<file path="src/rtl/rr_mux_arbiter.sv">
// Round-robin 4:1 mux arbiter with registered grant/sel and registered shared data output.
// Optional hold-timeout release is compiled in when ARB_HOLD_EN is defined.
module rr_mux_arbiter #(
    parameter int unsigned W           = 4,
    parameter int unsigned HOLD_CYCLES = 4
) (
    input  logic         clk,
    input  logic         rst_n,
    input  logic [3:0]   req,
    input  logic [W-1:0] A,
    input  logic [W-1:0] B,
    input  logic [W-1:0] C,
    input  logic [W-1:0] D,
    output logic [3:0]   grant,
    output logic [1:0]   sel,
    output logic [W-1:0] Y,
    output logic         valid
);

    typedef enum logic [0:0] {StIdle, StOwn} state_e;

    localparam logic [3:0] HoldMax = 4'(HOLD_CYCLES - 1);

    state_e       r_state, w_state_d;
    logic [3:0]   r_grant, w_grant_d;
    logic [1:0]   r_sel, w_sel_d;
    logic [1:0]   r_ptr, w_ptr_d;
    logic [3:0]   r_cnt, w_cnt_d;
    logic [W-1:0] r_y;
    logic         r_valid;

    logic [1:0]   w_pick_idle;
    logic [1:0]   w_pick_rel;
    logic         w_hold_expired;
    logic         w_release;
    logic [W-1:0] w_mux;

    // First set request bit at or after start, wrapping 3 -> 0.
    function automatic logic [1:0] rr_pick(input logic [1:0] start, input logic [3:0] rq);
        logic [1:0] idx;
        rr_pick = start;
        for (int k = 3; k >= 0; k--) begin
            idx = start + 2'(k);
            if (rq[idx]) rr_pick = idx;
        end
    endfunction

    function automatic logic [3:0] onehot(input logic [1:0] idx);
        onehot = 4'b0001 << idx;
    endfunction

    assign w_pick_idle = rr_pick(r_ptr, req);
    assign w_pick_rel  = rr_pick(r_sel + 2'd1, req);

`ifdef ARB_HOLD_EN
    assign w_hold_expired = (r_cnt == HoldMax);
`else
    assign w_hold_expired = 1'b0;
`endif

    always_comb begin
        w_state_d = r_state;
        w_grant_d = r_grant;
        w_sel_d   = r_sel;
        w_ptr_d   = r_ptr;
        w_cnt_d   = r_cnt;
        w_release = 1'b0;
        unique case (r_state)
            StIdle: begin
                if (|req) begin
                    w_state_d = StOwn;
                    w_sel_d   = w_pick_idle;
                    w_grant_d = onehot(w_pick_idle);
                    w_cnt_d   = 4'd0;
                end
            end
            StOwn: begin
                w_release = !req[r_sel] || w_hold_expired;
                if (w_release) begin
                    w_ptr_d = r_sel + 2'd1;
                    w_cnt_d = 4'd0;
                    if (|req) begin
                        // Owner's own bit is eligible, so a lone requester is regranted at once.
                        w_sel_d   = w_pick_rel;
                        w_grant_d = onehot(w_pick_rel);
                    end else begin
                        w_state_d = StIdle;
                        w_grant_d = 4'b0000;
                    end
                end else begin
`ifdef ARB_HOLD_EN
                    w_cnt_d = r_cnt + 4'd1;
`else
                    w_cnt_d = (r_cnt == HoldMax) ? r_cnt : r_cnt + 4'd1;
`endif
                end
            end
            default: begin
                w_state_d = StIdle;
                w_grant_d = 4'b0000;
            end
        endcase
    end

    always_comb begin
        w_mux = '0;
        unique case (r_sel)
            2'd0: w_mux = A;
            2'd1: w_mux = B;
            2'd2: w_mux = C;
            2'd3: w_mux = D;
            default: w_mux = '0;
        endcase
    end

    always_ff @(posedge clk) begin
        if (!rst_n) begin
            r_state <= StIdle;
            r_grant <= 4'b0000;
            r_sel   <= 2'd0;
            r_ptr   <= 2'd0;
            r_cnt   <= 4'd0;
            r_y     <= '0;
            r_valid <= 1'b0;
        end else begin
            r_state <= w_state_d;
            r_grant <= w_grant_d;
            r_sel   <= w_sel_d;
            r_ptr   <= w_ptr_d;
            r_cnt   <= w_cnt_d;
            r_y     <= (|r_grant) ? w_mux : '0;
            r_valid <= |r_grant;
        end
    end

    assign grant = r_grant;
    assign sel   = r_sel;
    assign Y     = r_y;
    assign valid = r_valid;

endmodule

</file>
<file path="config.mk">
export PLATFORM = sky130hd
export DESIGN_NAME = rr_mux_arbiter
export DESIGN_NICKNAME = d
export VERILOG_FILES = /design/src/rtl/rr_mux_arbiter.sv
export SDC_FILE = /design/constraint.sdc
export NUM_CORES = 1
export LEC_CHECK = 0
export BUFFER_PORTS_ARGS = -buffer_cell sky130_fd_sc_hd__buf_2
export CORE_AREA = 2 2 46 48
export CTS_CLUSTER_DIAMETER = 30
export DETAILED_ROUTE_END_ITERATION = 10
export DIE_AREA = 0 0 48 50
export PLACE_DENSITY = 0.8
export RECOVER_POWER = 100
export REMOVE_ABC_BUFFERS = 1
export SLEW_MARGIN = 10
export SYNTH_ARGS = -nofsm -noshare
export SYNTH_HDL_FRONTEND = slang
export SYNTH_SLANG_ARGS = --single-unit
</file>
<file path="constraint.sdc">
create_clock -name clk -period 4.9 [get_ports clk]
set_input_delay 0.245 -clock clk [delete_from_list [all_inputs] [get_ports clk]]
set_output_delay 0.245 -clock clk [all_outputs]
set_load 0.01 [all_outputs]
</file>
* Yosys cells after proc, flatten, opt, wreduce, memory -nomap -nowiden
Cells that the tools add are included.
Word-level totals: flip-flop bits (word level) 14, bits of input ports 22, output and inout bits 11, logic and storage cells 77
Operators by class: add/subtract/negate cells 7, order comparisons 9, equal/unequal tests 6, shifts and indexed selects 2, mux-type cells 38, bitwise gates (word level) 2, reductions and logical operators 7
Operator list (count):
- less-than comparator 2 x 3 -> 1 bit (second input constant) | 9
- 2-to-1 mux 2 bit | 11
- binary-select mux 1 bit (select 2 bit) | 9
- case mux 4 bit (4 select lines) | 1
- 2-to-1 mux 4 bit | 3
- 2-to-1 mux 1 bit | 11
- adder 2 bit (second input constant) | 4
- case mux 4 bit (2 select lines) | 1
- OR reduction 4 bit | 2
- << shifter 1 x 2 -> 4 bit (first input constant) | 2
- adder 2 x 1 -> 2 bit (second input constant) | 3
- AND reduction 2 bit | 3
- == test 2 bit (second input constant) | 2
- inequality test 2 bit (second input constant) | 2
- case mux 2 bit (2 select lines) | 1
- AND reduction 3 bit | 1
- == test 2 x 1 -> 1 bit (second input constant) | 1
- zero test 2 bit | 1
- inequality test 2 x 1 -> 1 bit (second input constant) | 1
- NOT 1 bit | 2
- case mux 1 bit (2 select lines) | 1

* Logic depth before layout (Yosys ltp)
Gate-level depths: netlist (run 1).
depth in word-level cells 12, gate-level depth with buffers 7

* Worst setup path after synthesis (run 1)
OpenSTA, ideal clock, no wires.
path kind flip-flop to flip-flop, start register r_sel[0], in the netlist sel[0], end register r_grant[1], in the netlist grant[1], library setup time 119 ps, arrival time 1770 ps, required time 4781 ps, path slack 3011 ps, stages on the path, launching flop included 8, buffers on the path 0, clock period less this slack 1889 ps, path through dfxtp_1 > inv_1 > ha_1 > a21oi_1 > nor3_1 > nor3_1 > o32a_1 > a21oi_1
On the way: longest elaborated chain between the ends 12, elaborated cells between the ends (all ways) 24, those cells by class add/sub: 4; eq/ne: 1; shift: 1; mux: 17; reduce/logical: 1
Ends and longest elaborated chain:
- start, declared | line 26 | logic [1:0] r_sel, w_sel_d;
- start signal, assigned | line 128 | r_sel <= w_sel_d;
- adder 2 x 1 -> 2 bit | line 53 | assign w_pick_rel = rr_pick(r_sel + 2'd1, req);
- adder 2 bit | line 43 | idx = start + 2'(k);
- binary-select mux 1 bit (select 2 bit) | line 44 | if (rq[idx]) rr_pick = idx;
- 2-to-1 mux 1 bit (not written as such) | line 44
- 2-to-1 mux 2 bit (4 in series) | line 44
- << shifter 1 x 2 -> 4 bit | line 49 | onehot = 4'b0001 << idx;
- 2-to-1 mux 4 bit | line 82 | if (|req) begin
- 2-to-1 mux 4 bit | line 79 | if (w_release) begin
- case mux 4 bit (2 select lines) | line 68 | unique case (r_state)
- end signal, assigned | line 127 | r_grant <= w_grant_d;
- end, declared | line 25 | logic [3:0] r_grant, w_grant_d;
Several ways; a longest one is shown, not always the timed one. The select of a mux whose other input is x is not followed. A chain may end at the register's enable or synchronous reset.

* Final worst setup path (run 1)
Same ends and word-level chain as after synthesis.

==> results of run 1 <==
## final cells by class
class | instances | area (sq um)
sequential | 14 | 280.3
tap | 27 | 33.78
multi-input combinational | 86 | 580.6
clock buffer | 4 | 36.28
fill | 188 | 805.8
inverter | 5 | 18.77
timing repair buffer | 32 | 146.4
## final timing paths
path | start | end | slack [ps] | depth (start not counted)
worst max-delay path | sel[0]$_SDFFE_PN0P_ | grant[1]$_SDFFE_PN0P_ | 2740 | 7
worst min-delay path | A[3] | Y[3]$_SDFF_PN0_ | 200 | 3
worst max register to register | sel[0]$_SDFFE_PN0P_ | grant[1]$_SDFFE_PN0P_ | 2740 | 7
worst min register to register | grant[0]$_SDFFE_PN0P_ | grant[0]$_SDFFE_PN0P_ | 550 | 2
## power groups by stage
| stage | clock network (mW) | registers, mW | logic [mW] |
|---|---|---|---|
| final | 0.0802 | 0.143 | 0.119 |
| after global routing | 0.0884 | 0.146 | 0.133 |
| after CTS | 0.0824 | 0.143 | 0.124 |
| after detailed placement | 0 | 0.145 | 0.123 |
| after global placement | 0 | 0.144 | 0.120 |
| after floorplan | 0 | 0.149 | 0.0777 |
## cell usage in the layout, fill, tap and decap left out, types with 2 or more instances in the layout
cell type and instances:
dfxtp_1 14, inv_1 5, a31oi_1 3, buf_2 21, nor3_1 2, o21ai_0 6
o2111ai_1 2, nor2_1 12, clkbuf_4 3, clkbuf_1 11, nor2b_1 4, and2_1 2
a222oi_1 4, ha_1 4, nand3_1 2, nand2_1 5, nand2b_1 6, o21ai_1 3
a21oi_1 10
## cells in the mapped netlist, types with 2 or more instances
library cell	n
nor2_1	12
inv_1	5
nor3_1	2
nand3_1	2
o21ai_0	5
clkbuf_2	2
nand2b_1	5
a31oi_1	3
buf_6	2
a21oi_1	10
a222oi_1	4
o21ai_1	4
o2111ai_1	2
nor2b_1	4
ha_1	4
nand2_1	5
and2_1	3
dfxtp_1	14
## critical path: stages, from the launching register on
cell and delay, ps:
dfxtp_1 540, inv_1 120, ha_1 420, nor2b_1 80, o21ai_0 290, nand3_1 140, o32a_1 360, a21oi_1 130
## per-layer routing
metal	up-vias	wire, um	global-route usage [%]
met4	0	40	7.207
met5	-	0	0
li1	470	-	-
met2	49	1059	32.67
met3	4	204	4.029
met1	424	916	23.61
## cells by family (layout without fill, tap and decap cells)
family,count (synthesis),after routing,synth area share [%]
buffers and inverters,10,41,6.064
AOI/OAI and AO/OA,39,39,29.38
and+or+nand+nor,41,41,25.47
DFF,14,14,30.19
muxes,2,2,3.504
adders and majority gates,4,4,5.391
## state kept, by name (all words and copies together) (netlist names)
register,count
grant,4
valid,1
Y,4
r_ptr,2
sel,2
r_state,1
## through the flow
step | hold slack, ps | utilization [%]
after floorplan | 366.7 | -
after global placement | 484.4 | 57.04
after detailed placement | 483.8 | 57.04
after CTS | 200.1 | 58.95
after global routing | 214.4 | 57.63
final | 204.1 | 57.63
==> results_dict.tcl, run 1 <==
set metrics [dict create \
    intPower_mw 0.2269 \
    initial_core_util_pct 48.82 \
    power_density_nw_per_um2 312.4 \
    clockPowerShare_pct 23.4 \
    num_rows 16 \
    instances_no_fill 168 \
    worstPathRequired_ps 5110 \
    power_leakage_nw 0.4598 \
    viasPerCell 5.637 \
    dp_slack_ps 2788 \
    p_comb_share_pct 34.8 \
    fin_total_pwr_mw 0.3424 \
    p_sw_mw 0.1155 \
    cts_setup_buffers 0 \
    dp_hpwl_mm 1.677 \
    ys_seq_area_share_pct 30.19 \
    area_growth_pct 18.06 \
    synth_top_cell_by_area "dfxtp_1" \
    status "complete, no violations" \
    crit_arrival_ps 2360 \
    worstSkewPairLatency_ps 270 \
    synth_edf_count 0 \
    wl_mm 2.220 \
    synthTopCellsByArea "dfxtp_1 (30%), a21oi_1 (5.4%), ha_1 (5.4%)" \
    grt_pass1_wl_mm 3.436 \
    cts_resized 0 \
    die-area_sq_um 2400 \
    dp.cells 164 \
    drv_slew 0 \
    end_kind "flip-flop" \
    gp_congestion 0.9258 \
    p_seq_share_pct 41.7 \
    first_pass_iters 5 \
    fin_crit_ps 2157 \
    rsz0062_at_grt "no" \
    start_kind "flip-flop" \
    fin_worst_skew_ps 4.923 \
    drt_iter0_markers 52 \
    cts.clk_slew.worst_paths_ps 80 \
    clockRootBuffer "clkbuf_4" \
    synth_seq_cells 14 \
    dominantRegCellSynth "dfxtp_1" \
    n_antenna_cell 0 \
    cts_buffers 3 \
    synth.cell_area_sq_um 928.4 \
    setup_viol 0 \
    async_flop_share_pct 0 \
    grt_pass1_vias 847 \
    die_x_um 48 \
    drc_errors 0 \
    antenna_found_initial 0 \
    htreeDepth 1 \
    vias 947 \
    period_share_pct 44.02 \
    clock_sinks 14 \
    fin_nets 168 \
    wire_per_inst_um 13.21 \
    layout-drive-gt1-share_pct 21.99 \
    relSlewSlack_pct 48.28 \
    drtAntennaViolNets 0 \
    grt_overflow 0 \
    ctsHoldBuffers 0 \
    synth_top_area_share_pct 30.19 \
    tritoncts "yes" \
    fmax_mhz 463.6 \
    io_buffers 32 \
    peakVddDrop_v 0.0001471 \
    hold_path_class "in2reg" \
    path_class "reg2reg" \
    max-cap-violations 0 \
    coreArea_sq_um 1902 \
    syn_inst 110 \
    grt_start_max_net_pins 12 \
    clk_path_buf_depth 2 \
    ys_types 40 \
    sw_frac_of_total_pct 33.73 \
    yosys_warnings 0 \
    syn_avg_cell_area_sq_um 8.440 \
    tns_ps 0 \
    worst_slew_pin_slew_ps 765.8 \
    placedInstanceArea_sq_um 1085 \
    grt_use_total_pct 19.59 \
    io_pins 33 \
    cp_max_fo 11 \
    hold_viol_final 0 \
    setup_ws_ps 2743 \
    final_cell_area_sq_um 1096 \
    die_h_um 50 \
]
Power figures use the tool's default switching activity.
==> run 2, diff against run 1 <==
--- a/config.mk
+++ b/config.mk
@@ -6,11 +6,11 @@
 export NUM_CORES = 1
 export LEC_CHECK = 0
 export BUFFER_PORTS_ARGS = -buffer_cell sky130_fd_sc_hd__buf_2
-export CORE_AREA = 2 2 46 48
+export CORE_AREA = 2 2 47 49
 export CTS_CLUSTER_DIAMETER = 30
 export DETAILED_ROUTE_END_ITERATION = 10
-export DIE_AREA = 0 0 48 50
-export PLACE_DENSITY = 0.8
+export DIE_AREA = 0 0 49 51
+export PLACE_DENSITY = 0.77
 export RECOVER_POWER = 100
 export REMOVE_ABC_BUFFERS = 1
 export SLEW_MARGIN = 10
==> constraint.sdc (replaced) <==
create_clock -name clk -period 2.2 [get_ports clk]
set_input_delay 0.11 -clock clk [delete_from_list [all_inputs] [get_ports clk]]
set_output_delay 0.11 -clock clk [all_outputs]
set_load 0.01 [all_outputs]
==> run 2 against run 1 <==
Effect of this change: largest cell class unchanged; final area rose by 1.0%; first-iteration DRC count down 5.8%; utilization fell by 4.0 points; total power rose by 130%; critical endpoint unchanged; clock power rose by 140%; clock-buffer cell count unchanged; worst hold slack worse by 150 ps; wire length grew 3.7%; critical path type unchanged.
==> results_dict.tcl, run 2 (synthesized netlist as in run 1, its figures left out) <==
set metrics [dict create \
    ctsHoldBuffers 0 \
    relSlewSlack_pct 48.51 \
    end_kind "flip-flop" \
    grt_pass1_vias 870 \
    p_comb_share_pct 35.9 \
    first_pass_iters 5 \
    dp_slack_ps 237.4 \
    cts_resized 0 \
    period_share_pct 90.28 \
    grt_overflow 0 \
    cts.clk_slew.worst_paths_ps 90 \
    peakVddDrop_v 0.0003764 \
    io_pins 33 \
    cp_max_fo 7 \
    tns_ps 0 \
    power_density_nw_per_um2 706.6 \
    cts_buffers 3 \
    startpoint "sel[1]$_SDFFE_PN0P_" \
    die_h_um 51 \
    htreeDepth 1 \
    drv_slew 0 \
    intPower_mw 0.5088 \
    n_antenna_cell 0 \
    grt_pass1_wl_mm 3.719 \
    max-cap-violations 0 \
    coreArea_sq_um 2063 \
    nFillCells 216 \
    fin_crit_ps 1986 \
    num_rows 17 \
    utilization_pct 53.67 \
    dp_hpwl_mm 1.683 \
    start_kind "flip-flop" \
    rsz0062_at_grt "no" \
    fin_nets 169 \
    clk_path_buf_depth 2 \
    antenna_found_initial 0 \
    wl_mm 2.303 \
    path_class "reg2reg" \
    die-area_sq_um 2499 \
    status "complete, no violations" \
    layout_commonest_cell "buf_2" \
    fmax_mhz 503.5 \
    min-delay-start "A[2]" \
    worst_slew_pin_slew_ps 762.4 \
    drc_errors 0 \
    grt_start_max_net_pins 12 \
    worstSkewPairLatency_ps 290 \
    setup_viol 0 \
    fin_worst_skew_ps 8.355 \
    p_sw_mw 0.2736 \
    clockRootBuffer "clkbuf_4" \
    tritoncts "yes" \
    io_buffers 32 \
    crit_arrival_ps 2220 \
    viasPerCell 5.729 \
    layout-drive-gt1-share_pct 23.24 \
    sw_frac_of_total_pct 34.97 \
    clockPowerShare_pct 24.4 \
    die_x_um 49 \
    hold_path_class "in2reg" \
    drtAntennaViolNets 0 \
    area_growth_pct 19.27 \
    layout_common_cells "buf_2 (22), dfxtp_1 (14), nor2_1 (12)" \
    wire_per_inst_um 13.55 \
    power_leakage_nw 0.4659 \
    rr_startpoint "sel[1]$_SDFFE_PN0P_" \
    vias 974 \
    gp_congestion 0.8968 \
    initial_core_util_pct 45.00 \
    grt_use_total_pct 19.57 \
    drt_iter0_markers 49 \
    setup_ws_ps 213.8 \
    worstPathRequired_ps 2430 \
    cts_setup_buffers 0 \
    clock_sinks 14 \
    hold_viol_final 0 \
    p_seq_share_pct 39.8 \
    fin_total_pwr_mw 0.7825 \
]
run 2: changes by cell type in the layout (fill, tap and decap cells not counted), sizes merged:
cell and delta:
buf +1
run 2: per-layer routing:
metal  track usage (%)  vias up  part of all wire (%)
met4             13.81        0                   3.0
met5                 0        -                     0
met2             34.47       55                    49
li1                  -      470                     -
met3             4.094        7                   8.1
met1             21.01      442                    40
run 2: critical path: stages, from the launching register on:
cell and delay, ps:
dfxtp_1 440, inv_1 90, ha_1 430, nor2b_1 80, o21ai_1 220, nand3_1 160, o32a_1 370, a21oi_1 140
run 2: final timing paths:
| kind | slack (ps) | end | cells past startpoint |
|---|---|---|---|
| max reg2reg | 210 | grant[1]$_SDFFE_PN0P_ | 7 |
| min reg2reg | 550 | grant[3]$_SDFFE_PN0P_ | 2 |
| min | 60 | Y[2]$_SDFF_PN0_ | 3 |
| max | 210 | grant[1]$_SDFFE_PN0P_ | 7 |
run 2: layout make-up:
cell class,count,area [sq um],share of cell area (%)
multi-input cells,86,585.6,52.88
repair buffers,33,151.4,13.67
inverters,5,18.77,1.695
clock buffers,4,36.28,3.277
well taps,28,35.03,3.164
flip-flops and latches,14,280.3,25.31
run 2: metrics by stage:
stage / std cells / area [sq um] / hold WS [ps]
2_1_floorplan: 105 / 890.9 / 231.7
6_report: 170 / 1107 / 58.58
5_1_grt: 170 / 1107 / 60.17
3_5_place_dp: 166 / 1094 / 360.3
4_1_cts: 170 / 1130 / 59.64
3_3_place_gp: 166 / 1094 / 347.3
run 2: power groups by stage:
stage          logic, mW  clock network, mW  registers [mW]
6_report           0.281              0.191           0.311
5_1_grt            0.310              0.206           0.316
4_1_cts            0.289              0.196           0.311
3_5_place_dp       0.286                  0           0.317
3_3_place_gp       0.280                  0           0.314
2_1_floorplan      0.173                  0           0.332
